**config.mk**
```make
export PLATFORM = sky130hd
export DESIGN_NAME = piece_scheduler
export DESIGN_NICKNAME = d
export VERILOG_FILES = /design/src/rtl/tetris_pkg.sv /design/src/rtl/piece_queue.sv /design/src/rtl/piece_scheduler.sv
export SDC_FILE = /design/constraint.sdc
export NUM_CORES = 1
export LEC_CHECK = 0
export CORE_ASPECT_RATIO = 0.75
export CORE_MARGIN = 10
export CORE_UTILIZATION = 40
export CTS_BUF_LIST = sky130_fd_sc_hd__clkbuf_8
export CTS_CLUSTER_SIZE = 14
export DETAILED_ROUTE_END_ITERATION = 10
export DONT_BUFFER_PORTS = 1
export GPL_TIMING_DRIVEN = 0
export PLACE_DENSITY = 0.55
export SYNTH_ARGS = -nofsm -noshare
export SYNTH_HDL_FRONTEND = slang
export SYNTH_SLANG_ARGS = --single-unit
export TNS_END_PERCENT = 10
```
**constraint.sdc**
```tcl
create_clock -name clock -period 3.4 [get_ports clock]
set_input_delay 0.51 -clock clock [delete_from_list [all_inputs] [get_ports clock]]
set_output_delay 0.51 -clock clock [all_outputs]
set_load 0.05 [all_outputs]
```
**src/rtl/tetris_pkg.sv**
```systemverilog
// Shared piece-code definitions and scheduler state encoding for the tetris datapath.
package tetris_pkg;

    localparam int PIECE_W = 3;

    localparam logic [PIECE_W-1:0] PIECE_I = 3'd0;
    localparam logic [PIECE_W-1:0] PIECE_J = 3'd1;
    localparam logic [PIECE_W-1:0] PIECE_L = 3'd2;
    localparam logic [PIECE_W-1:0] PIECE_O = 3'd3;
    localparam logic [PIECE_W-1:0] PIECE_S = 3'd4;
    localparam logic [PIECE_W-1:0] PIECE_T = 3'd5;
    localparam logic [PIECE_W-1:0] PIECE_Z = 3'd6;

    typedef enum logic [1:0] {
        WARMUP = 2'd0,
        FILL   = 2'd1,
        FULL   = 2'd2
    } sched_state_e;

    function automatic logic piece_in_range(input logic [PIECE_W-1:0] code, input int num_types);
        return int'(code) < num_types;
    endfunction

endpackage

```
**src/rtl/piece_queue.sv**
```systemverilog
// Shift-register FIFO of piece codes; head at entry 0, same-cycle push and pop allowed.
import tetris_pkg::*;

module piece_queue #(
    parameter int DEPTH = 3,
    parameter int W     = PIECE_W
) (
    input  logic               clk_i,
    input  logic               rst_i,
    input  logic               clr_i,
    input  logic               push_i,
    input  logic               pop_i,
    input  logic [W-1:0]       din_i,
    output logic [W-1:0]       head_o,
    output logic [W*DEPTH-1:0] preview_o,
    output logic [2:0]         count_o
);

    logic [W-1:0] ent_q [DEPTH];
    logic [W-1:0] ent_d [DEPTH];
    logic [2:0]   count_q, count_d;
    logic [2:0]   wr_idx;

    always_comb begin
        for (int unsigned k = 0; k < DEPTH; k++) begin
            ent_d[k] = ent_q[k];
        end
        count_d = count_q;
        wr_idx  = count_q - {2'b00, pop_i};

        if (clr_i) begin
            for (int unsigned k = 0; k < DEPTH; k++) begin
                ent_d[k] = '0;
            end
            count_d = '0;
        end else begin
            if (pop_i) begin
                for (int unsigned k = 0; k + 1 < DEPTH; k++) begin
                    ent_d[k] = ent_q[k+1];
                end
                ent_d[DEPTH-1] = '0;
            end
            // Write slot is computed against the post-shift layout so push+pop keeps order.
            if (push_i) begin
                for (int unsigned k = 0; k < DEPTH; k++) begin
                    if (wr_idx == 3'(k)) begin
                        ent_d[k] = din_i;
                    end
                end
            end
            count_d = count_q + {2'b00, push_i} - {2'b00, pop_i};
        end
    end

    always_ff @(posedge clk_i or posedge rst_i) begin
        if (rst_i) begin
            for (int unsigned k = 0; k < DEPTH; k++) begin
                ent_q[k] <= '0;
            end
            count_q <= '0;
        end else begin
            for (int unsigned k = 0; k < DEPTH; k++) begin
                ent_q[k] <= ent_d[k];
            end
            count_q <= count_d;
        end
    end

    always_comb begin
        preview_o = '0;
        for (int unsigned k = 0; k < DEPTH; k++) begin
            preview_o[W*k +: W] = ent_q[k];
        end
    end

    assign head_o  = ent_q[0];
    assign count_o = count_q;

endmodule

```
**src/rtl/piece_scheduler.sv**
```systemverilog
// Turns raw LFSR samples into a queue of tetromino codes with range filtering,
// one-shot repeat reroll and a valid/ready hand-off to the game FSM.
import tetris_pkg::*;

module piece_scheduler #(
    parameter int DEPTH         = 3,
    parameter int NUM_TYPES     = 7,
    parameter int WARMUP_CYCLES = 4
) (
    input  logic                     clock,
    input  logic                     reset,
    input  logic [PIECE_W-1:0]       rnd,
    input  logic                     flush,
    input  logic                     piece_ready,
    output logic                     piece_valid,
    output logic [PIECE_W-1:0]       piece_type,
    output logic [PIECE_W*DEPTH-1:0] preview,
    output logic [2:0]               queue_count,
    output logic [7:0]               discard_count
);

    localparam logic [2:0] DEPTH_C   = 3'(DEPTH);
    localparam logic [7:0] WARM_LAST = 8'(WARMUP_CYCLES - 1);

    sched_state_e       state_q, state_d;
    logic [7:0]         warm_q, warm_d;
    logic [7:0]         disc_q, disc_d;
    logic [PIECE_W-1:0] last_piece_q, last_piece_d;
    logic               last_valid_q, last_valid_d;
    logic               reroll_q, reroll_d;

    logic       pop, push, sample, out_of_range, repeat_hit, discard;
    logic [2:0] count_q, count_next;

    piece_queue #(
        .DEPTH (DEPTH),
        .W     (PIECE_W)
    ) u_queue (
        .clk_i     (clock),
        .rst_i     (reset),
        .clr_i     (flush),
        .push_i    (push),
        .pop_i     (pop),
        .din_i     (rnd),
        .head_o    (piece_type),
        .preview_o (preview),
        .count_o   (count_q)
    );

    assign queue_count   = count_q;
    assign discard_count = disc_q;
    assign piece_valid   = (count_q != '0) && (state_q != WARMUP);

    always_comb begin
        pop          = piece_valid && piece_ready && !flush;
        sample       = (state_q == FILL) && !flush && (count_q < DEPTH_C);
        out_of_range = !piece_in_range(rnd, NUM_TYPES);
        repeat_hit   = last_valid_q && (rnd == last_piece_q) && !reroll_q;
        push         = sample && !out_of_range && !repeat_hit;
        discard      = sample && !push;
        count_next   = count_q + {2'b00, push} - {2'b00, pop};
    end

    always_comb begin
        state_d      = state_q;
        warm_d       = warm_q;
        disc_d       = disc_q;
        last_piece_d = last_piece_q;
        last_valid_d = last_valid_q;
        reroll_d     = reroll_q;

        if (flush) begin
            state_d      = FILL;
            last_valid_d = 1'b0;
            reroll_d     = 1'b0;
        end else begin
            unique case (state_q)
                WARMUP: begin
                    if (warm_q == WARM_LAST) state_d = FILL;
                    else                     warm_d  = warm_q + 8'd1;
                end
                // Entering FULL on the post-update count means FILL never sits on a full queue.
                FILL:    if (count_next == DEPTH_C) state_d = FULL;
                FULL:    if (pop) state_d = FILL;
                default: state_d = WARMUP;
            endcase

            if (push) begin
                last_piece_d = rnd;
                last_valid_d = 1'b1;
                reroll_d     = 1'b0;
            end else if (discard && !out_of_range) begin
                reroll_d = 1'b1;
            end

            if (discard && disc_q != 8'hFF) begin
                disc_d = disc_q + 8'd1;
            end
        end
    end

    always_ff @(posedge clock or posedge reset) begin
        if (reset) begin
            state_q      <= WARMUP;
            warm_q       <= '0;
            disc_q       <= '0;
            last_piece_q <= '0;
            last_valid_q <= 1'b0;
            reroll_q     <= 1'b0;
        end else begin
            state_q      <= state_d;
            warm_q       <= warm_d;
            disc_q       <= disc_d;
            last_piece_q <= last_piece_d;
            last_valid_q <= last_valid_d;
            reroll_q     <= reroll_d;
        end
    end

endmodule

```
==> results of run 1 <==
==> metrics by stage <==
stage | util, % | instance area [sq um]
3_5_place_dp | 43.9 | 2000
6_report | 46.6 | 2120
3_3_place_gp | 43.9 | 2000
4_1_cts | 46.5 | 2110
2_1_floorplan | - | 1920
5_1_grt | 46.6 | 2120
==> flip-flops by register name (all words and copies together) (netlist names) <==
signal	flops
discard_count	8
warm_q	8
u_queue.preview_o	6
last_piece_q	3
u_queue.count_o	3
u_queue.head_o	3
state_q	2
last_valid_q	1
reroll_q	1
==> cells by family (layout without fill, tap and decap cells) <==
kind of cell	after synthesis	after routing	share of synthesized area [%]
AND/OR/NAND/NOR	71	71	22.4
adder cells (fa/ha/maj)	6	6	4.29
buffers and inverters	13	21	3.97
XOR/XNOR	17	17	7.74
multiplexers	16	16	9.04
AO/OA/AOI/OAI	18	18	7.02
flip-flops	35	35	45.5
==> worst min path at each step <==
stage / slack, ns / to / cells after the start / startpoint
6_report: 0.22 / u_queue.head_o[2] / 1 / reset
5_1_grt: 0.28 / u_queue.head_o[2] / 1 / reset
4_1_cts: 0.36 / u_queue.preview_o[6] / 2 / rnd[0]
3_5_place_dp: 0.47 / warm_q[7] / 1 / warm_q[7]
3_3_place_gp: 0.46 / warm_q[7] / 1 / warm_q[7]
2_1_floorplan: 0.44 / warm_q[7] / 1 / warm_q[7]
==> report_power, final <==
group	internal, mW	switching [mW]
logic	0.286	0.417
registers	0.525	0.343
clock network	0.237	0.156
total	1.05	0.915
==> area by class of cell <==
cell class	count	area, sq um	share of cell area, %
Multi-Input combinational cell	128	977	46.1
Sequential cell	35	876	41.3
Clock buffer	6	82.6	3.90
Tap cell	57	71.3	3.37
Buffer	9	61.3	2.89
Clock inverter	2	35.0	1.65
Inverter	4	15.0	0.709
==> synth_stat cells, drive strengths merged, types with 3 or more instances <==
cell type / instances
nand3: 5
buf: 6
and3: 5
inv: 4
nor3: 4
xnor2: 9
nor2: 18
xor2: 8
mux2i: 8
dfrtp: 35
nand2b: 6
nand4: 6
nand2: 5
a211oi: 7
clkbuf: 3
mux2: 8
nand3b: 3
nand4b: 3
a21oi: 3
ha: 5
nor4: 3
==> metal layers <==
metal | GRT usage, % | up-vias | share of wire (%)
met2 | 15.9 | 32 | 45
met4 | 2.82 | 0 | 0.64
met1 | 13.0 | 639 | 44
li1 | - | 646 | -
met5 | 0 | - | 0
met3 | 6.07 | 5 | 10
==> critical path, stage by stage, from the launching register on <==
cell and delay, ns:
dfrtp_1 0.77, inv_1 0.22, ha_1 0.25, nand2_1 0.08
and3b_2 0.23, and2_4 0.15, buf_6 0.13, ha_1 0.14
inv_1 0.04, fa_1 0.37, xor2_1 0.22, nand4b_1 0.12
o21ai_0 0.09, o21ai_0 0.09
==> impl_metrics.csv, run 1 <==
group,metric,value,unit
layout,nFillCells,431,
die,io_pins,31,
clocking,postCtsHoldBufs,0,
power,power,1.96,mW
yosys,synth-edff-count,0,
worst_setup_path,r2r-start,"u_queue.count_o[2]",
worst_setup_path,crit_path_start_kind,"flop",
clocking,cts.repair.resized,0,
layout,diodes,0,
worst_setup_path,cp-end-kind,"flop",
clocking,clkLatencyLatePin,0.29,ns
placement,dp_cells,233,
worst_setup_path,worst-r2r-cell-count,13,
clocking,numClockSinks,35,
global_route,grtUsageTotal,10.7,%
timing,rsz0062_at_grt,"no",
min_path,hold_class,"input pin to asynchronous set/reset pin",
timing,tightest_slew,0.918,ns
detailed_routing,ant_nets,0,
yosys,synth_seq_cells,35,
placement,dp_hpwl,3.12,mm
layout,finalNetCount,196,
job,drv_cap,0,
worst_setup_path,setup.worst_path.class,"flop to flop",
worst_setup_path,rr_endpoint,"state_q[0]",
worst_setup_path,critPathLaunch,"u_queue.count_o[2]",
yosys,synth_nets,189,
global_route,antenna_found_initial,0,
worst_setup_path,crit_fanout,6,
yosys,synth_warnings,0,
die,initial_core_util,42.3,%
yosys,netlist_instances,176,
detailed_routing,vias,1322,
layout,final_common_cell,"dfrtp_1",
yosys,avgSynthCellArea,10.9,sq um
die,die_w,100,um
yosys,synth_top_area_cell,"dfrtp_1",
die,chipHeight,80.1,um
timing,fmax,0.332,GHz
yosys,synthTopCellsByArea,"dfrtp_1 (46%), mux2i_1 (4.2%), mux2_2 (4.1%)",
clocking,clock-root-buffer,"clkbuf_8",
power,power_density,927,mW/mm^2
yosys,synth_cell_types,45,
global_route,grt_pass1_wl,6.84,mm
worst_setup_path,worstPathRequired,3.57,ns
timing,maxSlewHeadroom,38.6,%
power,leakagePower,0.938,nW
timing,layout_setup_ws,0.385,ns
global_route,grt_pass1_vias,1331,
clocking,htreeDepth,2,
layout,final_cell_count_no_fill,241,
layout,area_growth,10.1,%
detailed_routing,vias_per_cell,5.49,
timing,finalHoldViolCount,0,
yosys,synth_top_area_share,45.5,%
power,ir_worst_vdd,0.000346,V
worst_setup_path,regToRegSetupSlack,0.38,ns
layout,mostFrequentLayoutCells,"dfrtp_1 (35), nor2_1 (18), xnor2_1 (9)",
die,core,0.00455,sq mm
placement,pre_cts_ws,0.235,ns
worst_setup_path,cp.arrival,3.18,ns
yosys,ys_seq_area_share,45.5,%
timing,period_needed,3.02,ns
yosys,netlist_area,0.00192,sq mm
yosys,synthArstFlopShare,100,%
die,die_area,0.00801,sq mm
timing,setup_viol,0,
global_route,grt_max_degree,36,
timing,slew_viol_final,0,
placement,gp_congestion,0.801,
detailed_routing,wl,4.23,mm
global_route,grt_overflow_total,0,
timing,fin_skew,0.0127,ns
clocking,clk_path_buf_depth,2,
yosys,synth_top_flop_cell,"dfrtp_1",
clocking,clk_pin_slew,0.07,ns
detailed_routing,drc,0,
die,placementRows,21,
detailed_routing,wl_per_cell,17.5,um
clocking,cts_tree,"done",
layout,drive_gt1_share,17.4,%
clocking,numCtsBuffers,5,
timing,finalSetupTns,0,ns
worst_setup_path,cp-endpoint,"state_q[0]",
clocking,cts_setup_buffers,0,
placement,portBuffers,0,
run_status,status,"complete, no violations",
timing,timing.final.crit_share,88.7,%
detailed_routing,drt_iter0_markers,90,
timing,fin_hold_ws,0.215,ns
detailed_routing,first_pass_iters,4,
No activity file was read; power rests on OpenSTA's default activity.
==> inputs of run 2 (changes only) <==
==> constraint.sdc (replaced) <==
create_clock -name clock -period 3.4 [get_ports clock]
set_input_delay 1.02 -clock clock [delete_from_list [all_inputs] [get_ports clock]]
set_output_delay 1.02 -clock clock [all_outputs]
set_load 0.05 [all_outputs]
==> results of run 2 <==
Same layout as run 1 (identical final DEF). Status: complete, no violations.
Among the figures that moved: setup slack after placement 0.235 ns -> 0.0417 ns; clock-pin slew on the worst setup and hold paths 0.07 ns -> 0.06 ns; setup slack after layout 0.385 ns -> 0.194 ns; hold slack 0.215 ns -> 0.480 ns; start point of the critical path u_queue.count_o[2] -> u_queue.count_o[0]; end point of the critical path state_q[0] -> piece_valid
